<file path="config.mk">
export PLATFORM = sky130hd
export DESIGN_NAME = axis_packet_arbiter
export DESIGN_NICKNAME = d
export VERILOG_FILES = /design/src/rtl/compair_axis_arb_pkg.sv /design/src/rtl/rr_priority_encoder.sv /design/src/rtl/axis_packet_arbiter.sv
export SDC_FILE = /design/constraint.sdc
export NUM_CORES = 1
export LEC_CHECK = 0
export BUFFER_PORTS_ARGS = -buffer_cell sky130_fd_sc_hd__buf_4
export CAP_MARGIN = 20
export CORE_UTILIZATION = 44
export DETAILED_ROUTE_END_ITERATION = 16
export PLACE_DENSITY = 0.88
export SLEW_MARGIN = 20
export SYNTH_ARGS = -nofsm -noshare
export SYNTH_HDL_FRONTEND = slang
export SYNTH_SLANG_ARGS = --single-unit
</file>
<file path="constraint.sdc">
create_clock -name aclk -period 1.8 [get_ports aclk]
set_input_delay 0.27 -clock aclk [delete_from_list [all_inputs] [get_ports aclk]]
set_output_delay 0.27 -clock aclk [all_outputs]
set_load 0.02 [all_outputs]
</file>
<file path="src/rtl/compair_axis_arb_pkg.sv">
// Shared definitions for the AXI-Stream packet arbiter.
//   arb_state_t  : arbiter FSM states (IDLE waits for a requester, BUSY streams one packet)
//   BEAT_CNT_W   : width of the per-packet beat counter
//   IDX_MAX_W    : widest source index the debug struct can carry (up to 8 sources)
//   arb_dbg_t    : observation struct exported by the top level
//   clog2()      : index width for a given source count, never less than 1
package compair_axis_arb_pkg;

    typedef enum logic {
        IDLE = 1'b0,
        BUSY = 1'b1
    } arb_state_t;

    localparam int BEAT_CNT_W = 16;
    localparam int IDX_MAX_W  = 3;

    typedef struct packed {
        arb_state_t            state;
        logic [IDX_MAX_W-1:0]  rr_ptr;
        logic [IDX_MAX_W-1:0]  grant;
        logic [BEAT_CNT_W-1:0] beat_cnt;
    } arb_dbg_t;

    function automatic int clog2(input int value);
        int r;
        r = 0;
        while ((1 << r) < value) begin
            r = r + 1;
        end
        return (r < 1) ? 1 : r;
    endfunction

endpackage

</file>
<file path="src/rtl/rr_priority_encoder.sv">
// Rotating priority encoder.
//   req       : request vector, one bit per source
//   ptr       : index that currently has the highest priority
//   gnt_idx   : first requesting index found searching upward from ptr, wrapping N-1 -> 0
//   gnt_valid : at least one request is present
module rr_priority_encoder #(
    parameter int N     = 4,
    parameter int IDX_W = 2
) (
    input  logic [N-1:0]     req,
    input  logic [IDX_W-1:0] ptr,
    output logic [IDX_W-1:0] gnt_idx,
    output logic             gnt_valid
);

    logic [2*N-1:0] req_dbl;
    logic [N-1:0]   req_rot;
    int             sum;

    // Rotate the requests so that bit 0 of req_rot is source ptr; the lowest
    // set bit of req_rot is then the winner, offset back by ptr modulo N.
    always_comb begin
        req_dbl   = {req, req} >> ptr;
        req_rot   = req_dbl[N-1:0];
        gnt_idx   = '0;
        gnt_valid = 1'b0;
        sum       = 0;
        for (int i = N - 1; i >= 0; i--) begin
            if (req_rot[i]) begin
                sum = int'(ptr) + i;
                if (sum >= N) begin
                    sum = sum - N;
                end
                gnt_idx   = IDX_W'(sum);
                gnt_valid = 1'b1;
            end
        end
    end

endmodule

</file>
<file path="src/rtl/axis_packet_arbiter.sv">
// Packet-level round-robin arbiter merging N_SRC AXI-Stream sources into one
// stream toward a shared FIFO.
//   aclk, aresetn   : clock and asynchronous active-low reset
//   s_axis_*        : source streams, source i data at [i*DWIDTH +: DWIDTH]
//   m_axis_*        : merged stream; m_axis_tid carries the granted source index
//   src_enable      : per-source arbitration enable (does not break a running packet)
//   err_clear       : pulse clearing err_truncated
//   err_truncated   : sticky flag per source whose packet was cut at MAX_BEATS
//   dbg_status      : FSM state, rotation pointer, grant and beat counter
//
// Handshake: a beat moves on a rising edge when tvalid and tready are both
// high; a source keeps tvalid and its data stable until accepted. While BUSY
// the granted source is wired straight through, so s_axis_tready[grant]
// follows m_axis_tready and every other source sees tready low.
module axis_packet_arbiter
    import compair_axis_arb_pkg::*;
#(
    parameter int N_SRC     = 4,
    parameter int DWIDTH    = 8,
    parameter int TID_WIDTH = 8,
    parameter int MAX_BEATS = 256
) (
    input  logic                    aclk,
    input  logic                    aresetn,
    input  logic [N_SRC*DWIDTH-1:0] s_axis_tdata,
    input  logic [N_SRC-1:0]        s_axis_tvalid,
    input  logic [N_SRC-1:0]        s_axis_tlast,
    output logic [N_SRC-1:0]        s_axis_tready,
    output logic [DWIDTH-1:0]       m_axis_tdata,
    output logic                    m_axis_tvalid,
    input  logic                    m_axis_tready,
    output logic                    m_axis_tlast,
    output logic [TID_WIDTH-1:0]    m_axis_tid,
    input  logic [N_SRC-1:0]        src_enable,
    input  logic                    err_clear,
    output logic [N_SRC-1:0]        err_truncated,
    output arb_dbg_t                dbg_status
);

    localparam int IDX_W = clog2(N_SRC);
    localparam logic [BEAT_CNT_W-1:0] LIMIT_IDX = BEAT_CNT_W'(MAX_BEATS - 1);

    arb_state_t            state;
    logic [IDX_W-1:0]      grant;
    logic [IDX_W-1:0]      rr_ptr;
    logic [BEAT_CNT_W-1:0] beat_cnt;

    logic [IDX_W-1:0]      gnt_idx;
    logic                  gnt_valid;
    logic [IDX_W-1:0]      rr_next;

    logic [DWIDTH-1:0]     src_data;
    logic                  src_valid;
    logic                  src_last;
    logic                  busy;
    logic                  at_limit;
    logic                  beat_hs;
    logic                  trunc_evt;

    rr_priority_encoder #(
        .N     (N_SRC),
        .IDX_W (IDX_W)
    ) u_rr (
        .req       (s_axis_tvalid & src_enable),
        .ptr       (rr_ptr),
        .gnt_idx   (gnt_idx),
        .gnt_valid (gnt_valid)
    );

    assign rr_next = (gnt_idx == IDX_W'(N_SRC - 1)) ? '0 : gnt_idx + 1'b1;

    // Select the granted source's signals.
    always_comb begin
        src_data  = '0;
        src_valid = 1'b0;
        src_last  = 1'b0;
        for (int i = 0; i < N_SRC; i++) begin
            if (grant == IDX_W'(i)) begin
                src_data  = s_axis_tdata[i*DWIDTH +: DWIDTH];
                src_valid = s_axis_tvalid[i];
                src_last  = s_axis_tlast[i];
            end
        end
    end

    assign busy     = (state == BUSY);
    // beat_cnt counts beats already accepted, so the beat on the bus now is
    // number beat_cnt+1; it is the last allowed one when beat_cnt == MAX_BEATS-1.
    assign at_limit = (beat_cnt == LIMIT_IDX);

    assign m_axis_tvalid = busy & src_valid;
    assign m_axis_tdata  = busy ? src_data : '0;
    assign m_axis_tlast  = busy & (src_last | at_limit);
    assign m_axis_tid    = busy ? TID_WIDTH'(grant) : '0;
    assign s_axis_tready = busy ? (N_SRC'(m_axis_tready) << grant) : '0;

    assign beat_hs   = m_axis_tvalid & m_axis_tready;
    assign trunc_evt = beat_hs & ~src_last & at_limit;

    always_ff @(posedge aclk or negedge aresetn) begin
        if (!aresetn) begin
            state    <= IDLE;
            grant    <= '0;
            rr_ptr   <= '0;
            beat_cnt <= '0;
        end else begin
            case (state)
                IDLE: begin
                    if (gnt_valid) begin
                        state    <= BUSY;
                        grant    <= gnt_idx;
                        rr_ptr   <= rr_next;
                        beat_cnt <= '0;
                    end
                end
                BUSY: begin
                    if (beat_hs) begin
                        beat_cnt <= beat_cnt + 1'b1;
                        if (m_axis_tlast) begin
                            state <= IDLE;
                        end
                    end
                end
                default: state <= IDLE;
            endcase
        end
    end

    // A clear coinciding with a truncation wins: the flag ends up cleared.
    always_ff @(posedge aclk or negedge aresetn) begin
        if (!aresetn) begin
            err_truncated <= '0;
        end else if (err_clear) begin
            err_truncated <= '0;
        end else if (trunc_evt) begin
            err_truncated <= err_truncated | (N_SRC'(1) << grant);
        end
    end

    always_comb begin
        dbg_status.state    = state;
        dbg_status.rr_ptr   = IDX_MAX_W'(rr_ptr);
        dbg_status.grant    = IDX_MAX_W'(grant);
        dbg_status.beat_cnt = beat_cnt;
    end

endmodule

</file>
==> reports/metrics.yaml, run 1 <==
floorplanning:
  floorplan.die_area_sq_mm: 0.00419
  die_x_microns: 64.7
  io_pins: 97
  core_sq_mm: 0.00372
  initial_core_util_pct: 46.6
  die_h_microns: 64.7
  rows: 22
clocking:
  cts_buffers: 3
  cts_sinks: 25
  htreeDepth: 1
  root_buffer: "clkbuf_8"
  clk_latency_ns: 0.27
  clkTransAtPathRegs_ns: 0.08
  clockBufferDepth: 2
  cts_tree: "done"
setup_path:
  reg2reg_to: "beat_cnt[11]"
  critPathRequiredTime_ns: 1.53
  crit_path_start_kind: "register"
  r2r_slack_ns: -0.08
  r2r_cells: 6
  arrival_ns: 1.69
  critPathKind: "reg -> out"
  worstSetupEndpointType: "primary output"
  cp_max_fo: 4
  reg2reg_from: "grant[0]"
route:
  drc: 0
  ant_nets: 0
  drtIter0Drc: 231
  drt-total-wl_microns: 6300
  via_per_inst: 6.02
  num_vias: 2029
  wl_per_cell_microns: 18.7
  firstDrtPassIters: 4
hold_path:
  holdPathStages: 2
  holdPathEnd: "err_truncated[3]"
  hp-class: "in -> reg"
  worstHoldStart: "err_clear"
global_routing:
  grtUsageMet2_pct: 52.3
  grt_util_met1_pct: 32.8
  grt_remaining_overflow: 0
  first_global_vias: 1888
  grt_use_total_pct: 29.8
  met3_usage_pct: 7.92
  grt_max_degree: 26
  antenna_found_initial: 0
  grt_pass1_wl_microns: 9290
  grt_busiest_layer: "met2"
logic_synthesis:
  synth_seq_cells: 25
  synthesis.area_sq_mm: 0.00173
  synth_flop_cell: "dfrtp_1"
  yosys_warnings: 0
  synthArstFlopShare_pct: 100
  ys_seq_area_share_pct: 36.1
  syn_inst: 184
  postSynthAreaPerCell_sq_um: 9.41
  synth_cell_types: 42
  synth_edf_count: 0
timing:
  setup_viol: 15
  clock.fmax_mhz: 511
  finalClockSkew_ns: 0.00593
  tns_ns: -1.46
  layout_setup_ws_ns: -0.155
  drv_slew: 0
  rsz0062_at_grt: "true"
  fin_crit_sh_pct: 109
  hold_ws_ns: 0.181
  hold_violations: 0
  fin_crit_ns: 1.96
layout:
  finalNonFillerCells: 337
  num-fill-cells: 235
  areaGrowthSynthToFinish_pct: 61.8
  mostFrequentLayoutCells: "101 x buf_4, 21 x dfrtp_1, 18 x nand2_1"
  drive_gt1_share_pct: 55.0
  antenna_cells: 0
  fin_nets: 340
  layout_commonest_cell: "buf_4"
  utilization_pct: 75.4
placement:
  post-dp-hpwl_microns: 3920
  io_buffers: 88
  dp_cells: 323
  gp_congestion: 0.817
power_and_ir_drop:
  finalPower_w: 0.00338
  power_leakage_nw: 1.36
  p_per_area_mw_per_mm2: 1200
  vdd_drop_max_mv: 0.664
run_status:
  violations: "setup timing"
  status: "complete, but fails checks"
job:
  drv_cap: 0
-- what timing repair did --
item                                    in CTS  in global routing
endpoints found under the hold margin       25                  0
endpoints found under the setup margin      11                 27
hold buffers                                 1                  0
buffers inserted                             6                  3
resized for setup                           37                 13
pin swaps                                    6                 12
-- logic make-up after synthesis --
| kind of cell | Yosys count | share of synthesized area, % |
|---|---|---|
| AO/OA/AOI/OAI | 29 | 11.4 |
| other | 1 | 0.217 |
| buffers and inverters | 23 | 7.30 |
| AND/OR/NAND/NOR | 86 | 26.2 |
| adder cells (fa/ha/maj) | 2 | 1.44 |
| XOR/XNOR | 5 | 2.53 |
| multiplexers | 13 | 14.8 |
| flip-flops | 25 | 36.1 |
-- cell usage after synthesis (all sizes together), types with 3 or more instances --
| library cell | count | area [sq um] |
|---|---|---|
| nor2 | 15 | 56.3 |
| and3 | 3 | 18.8 |
| nand3 | 10 | 50.1 |
| dfrtp | 25 | 626 |
| mux4 | 10 | 225 |
| o21ai | 7 | 35.0 |
| and4 | 4 | 35.0 |
| buf | 12 | 85.1 |
| a31oi | 3 | 18.8 |
| nand4 | 6 | 37.5 |
| xor2 | 4 | 35.0 |
| nand2 | 20 | 77.6 |
| and2 | 13 | 81.3 |
| clkbuf | 8 | 30.0 |
| or3 | 3 | 18.8 |
| o31ai | 4 | 30.0 |
| a21oi | 4 | 20.0 |
| nor4 | 3 | 18.8 |
| inv | 3 | 11.3 |
-- worst max-delay path by stage --
| stage | start | end | slack, ns | depth (start not counted) |
|---|---|---|---|---|
| 3_5_place_dp | grant[0] | err_truncated[2] | -0.006 | 4 |
| 6_report | grant[0] | m_axis_tlast | -0.16 | 5 |
| 4_1_cts | grant[0] | m_axis_tdata[7] | -0.12 | 4 |
| 5_1_grt | grant[0] | m_axis_tlast | -0.19 | 5 |
| 3_3_place_gp | grant[0] | err_truncated[2] | 0.06 | 4 |
| 2_1_floorplan | grant[1] | s_axis_tready[3] | -0.0004 | 4 |
-- through the flow --
stage	worst slack, ns	area (sq um)
after floorplan	-0.000392	1770
after global routing	-0.194	2800
final	-0.155	2800
after detailed placement	-0.00611	2490
after CTS	-0.124	2720
after global placement	0.0644	2490
-- sequential cells by signal (all words and copies together) (netlist names) --
signal / count
beat_cnt: 16
grant: 2
err_truncated: 4
busy: 1
rr_ptr: 2
-- critical path, stage by stage (launching register included) --
cell     delay (ns)
dfrtp_2        0.43
buf_4          0.14
mux4_2         0.54
nor2_4         0.12
nor2b_2        0.05
buf_6          0.13
-- report_power, final --
| part | switching [W] | leakage, nW | total (W) | internal [W] |
|---|---|---|---|---|
| Combinational | 0.00114 | 1.01 | 0.00229 | 0.00115 |
| Clock | 0.000172 | 0.0228 | 0.000330 | 0.000158 |
| Sequential | 0.000109 | 0.330 | 0.000758 | 0.000649 |
-- routing by layer --
| layer | part of all wire (%) | wire [microns] |
|---|---|---|
| met2 | 52 | 3270 |
| met1 | 35 | 2220 |
| met3 | 8.8 | 552 |
| met5 | 0 | 0 |
| met4 | 4.1 | 256 |
-- cell type report --
type                    instances  area, sq um  area share (%)
inverters                       3         11.3           0.402
multi-input cells             143         1140            40.8
repair buffers                114          912            32.5
clock buffers                   4         45.0            1.61
well taps                      48         60.1            2.14
flip-flops and latches         25          631            22.5
Power figures use the tool's default switching activity.
==> run 2: changes to the inputs <==
--- a/config.mk
+++ b/config.mk
@@ -9,7 +9,7 @@
 export CAP_MARGIN = 20
 export CORE_UTILIZATION = 44
 export DETAILED_ROUTE_END_ITERATION = 16
-export PLACE_DENSITY = 0.88
+export PLACE_DENSITY = 0.78
 export SLEW_MARGIN = 20
 export SYNTH_ARGS = -nofsm -noshare
 export SYNTH_HDL_FRONTEND = slang
==> run 2 against run 1 <==
Net effect:
- the run still ends with setup timing left
- global-route usage shrank 5.7 points
- total power decreased by 3.8%
- sequential share of layout area up 0.27 points
- maximum frequency is 0.10% higher
- setup slack better by 0.0020 ns
- sequential cell count is the same
- core utilization fell by 1.3 points
- clock skew shrank 0.0025 ns
- critical path depth unchanged
- critical path type unchanged
- largest power group unchanged
- highest routed layer unchanged
==> reports/metrics.yaml, run 2 (synthesis gave the netlist of run 1 again) <==
layout:
  mostFrequentLayoutCells: "98 x buf_4, 24 x dfrtp_1, 18 x nand2_1"
  reg.largest.list: "beat_cnt x16, err_truncated x4"
  areaGrowthSynthToFinish_pct: 59.0
  drive_gt1_share_pct: 53.0
  largest_register_ffs: 16
  utilization_pct: 74.1
  fin_nets: 336
  num-fill-cells: 281
  layout_commonest_cell: "buf_4"
  antenna_cells: 0
  largest-register: "beat_cnt"
clocking:
  clockBufferDepth: 2
  clkTransAtPathRegs_ns: 0.09
  clk_latency_ns: 0.28
  cts_buffers: 3
  cts_tree: "done"
  htreeDepth: 1
  root_buffer: "clkbuf_8"
  cts_sinks: 25
timing:
  layout_setup_ws_ns: -0.153
  clock.fmax_mhz: 512
  hold_violations: 0
  hold_ws_ns: 0.177
  drv_slew: 0
  fin_crit_ns: 1.95
  setup_viol: 14
  rsz0062_at_grt: "true"
  fin_crit_sh_pct: 109
  finalClockSkew_ns: 0.00345
floorplanning:
  io_pins: 97
  rows: 22
  die_h_microns: 64.7
  floorplan.die_area_sq_mm: 0.00419
  initial_core_util_pct: 46.6
  die_x_microns: 64.7
  core_sq_mm: 0.00372
route:
  ant_nets: 0
  drtIter0Drc: 95
  wl_per_cell_microns: 15.5
  drt-total-wl_microns: 5150
  via_per_inst: 5.47
  drc: 0
  num_vias: 1822
  firstDrtPassIters: 4
power_and_ir_drop:
  p_per_area_mw_per_mm2: 1180
  finalPower_w: 0.00325
  power_switching_w: 0.00133
  intPower_w: 0.00192
  p_comb_share_pct: 66.8
  power_leakage_nw: 1.34
  clkPwrFrac_pct: 10.3
  swShare_pct: 40.9
  pwr-share-seq_pct: 22.8
  vdd_drop_max_mv: 0.586
setup_path:
  critPathSlowestCell: "mux4_2"
  crit_path_max_incr_delay_ns: 0.52
  arrival_ns: 1.68
  cp_max_fo: 5
  critPathKind: "reg -> out"
  critPathRequiredTime_ns: 1.53
  worstSetupEndpointType: "primary output"
  path_buf_inv: 2
  worstPathCellList: "buf_4 > mux4_2 > nor2_4 > nor2b_2 > buf_4"
  path_common_cell: "buf_4"
  crit_path_start_kind: "register"
  cp_top_family: "multiplexers"
run_status:
  violations: "setup timing"
  status: "complete, but fails checks"
placement:
  gp_congestion: 0.809
  io_buffers: 88
  post-dp-hpwl_microns: 3700
job:
  drv_cap: 0
global_routing:
  grt_use_total_pct: 24.1
  antenna_found_initial: 0
  grt_remaining_overflow: 0
  grt_max_degree: 26
  grt_pass1_wl_microns: 7710
  first_global_vias: 1701
hold_path:
  hp-class: "in -> reg"
-- run 2: cell types whose count changed in the layout (fill, tap and decap cells not counted), moves of 2 or more --
| cell | delta |
|---|---|
| dfrtp_2 | -3 |
| a21oi_2 | +3 |
| a21oi_1 | -3 |
| nor4_1 | +2 |
| buf_4 | -3 |
| dfrtp_1 | +3 |
-- run 2: cell type report --
cell class / instances / area, sq um / share of cell area (%)
Multi-Input combinational cell: 143 / 1130 / 41.2
Timing Repair Buffer: 110 / 873 / 31.7
Sequential cell: 25 / 627 / 22.8
Tap cell: 48 / 60.1 / 2.18
Clock buffer: 3 / 41.3 / 1.50
Inverter: 3 / 11.3 / 0.409
Clock inverter: 1 / 5.00 / 0.182
-- run 2: power groups by stage --
stage,sequential [W],clock (W),combinational (W)
floorplan,0.000828,0,0.00105
global placement,0.000744,0,0.00182
CTS,0.000738,0.000340,0.00210
finish,0.000741,0.000336,0.00217
global route,0.000753,0.000367,0.00230
detailed placement,0.000748,0,0.00185
-- run 2: per-stage QoR --
step,TNS (ns),cells,setup slack (ns),instance area [sq um]
after CTS,-1.28,332,-0.142,2650
after floorplan,-0.000392,191,-0.000392,1770
after global routing,-2.66,333,-0.212,2750
after global placement,0,322,0.0501,2490
final,-1.40,333,-0.153,2750
after detailed placement,0,322,0.0231,2490
-- run 2: repair_timing --
action / CTS / global route
gates resized for setup: 22 / 19
hold buffers: 1 / 0
hold endpoints to repair: 25 / 0
buffers inserted: 5 / 1
pin swaps: 6 / 8
endpoints found under the setup margin: 10 / 25
-- run 2: layer usage --
layer / global-route usage (%) / up-vias / wire length [microns]
met4: 8.61 / 0 / 79
met5: 0 / - / 0
met3: 5.28 / 8 / 296
li1: - / 868 / -
met2: 43.5 / 72 / 2770
met1: 27.5 / 874 / 2000
-- run 2: final timing paths --
path                                       start          endpoint  slack, ns  cells after the start
min in group asynchronous                aresetn      beat_cnt[12]       0.43                      2
worst max-delay path                    grant[0]      m_axis_tlast      -0.15                      5
worst min-delay path                   err_clear  err_truncated[3]       0.18                      2
worst min register to register  err_truncated[3]  err_truncated[3]       0.52                      2
max in group asynchronous                aresetn          grant[0]       1.10                      2
worst max register to register          grant[0]      beat_cnt[11]      -0.06                      6
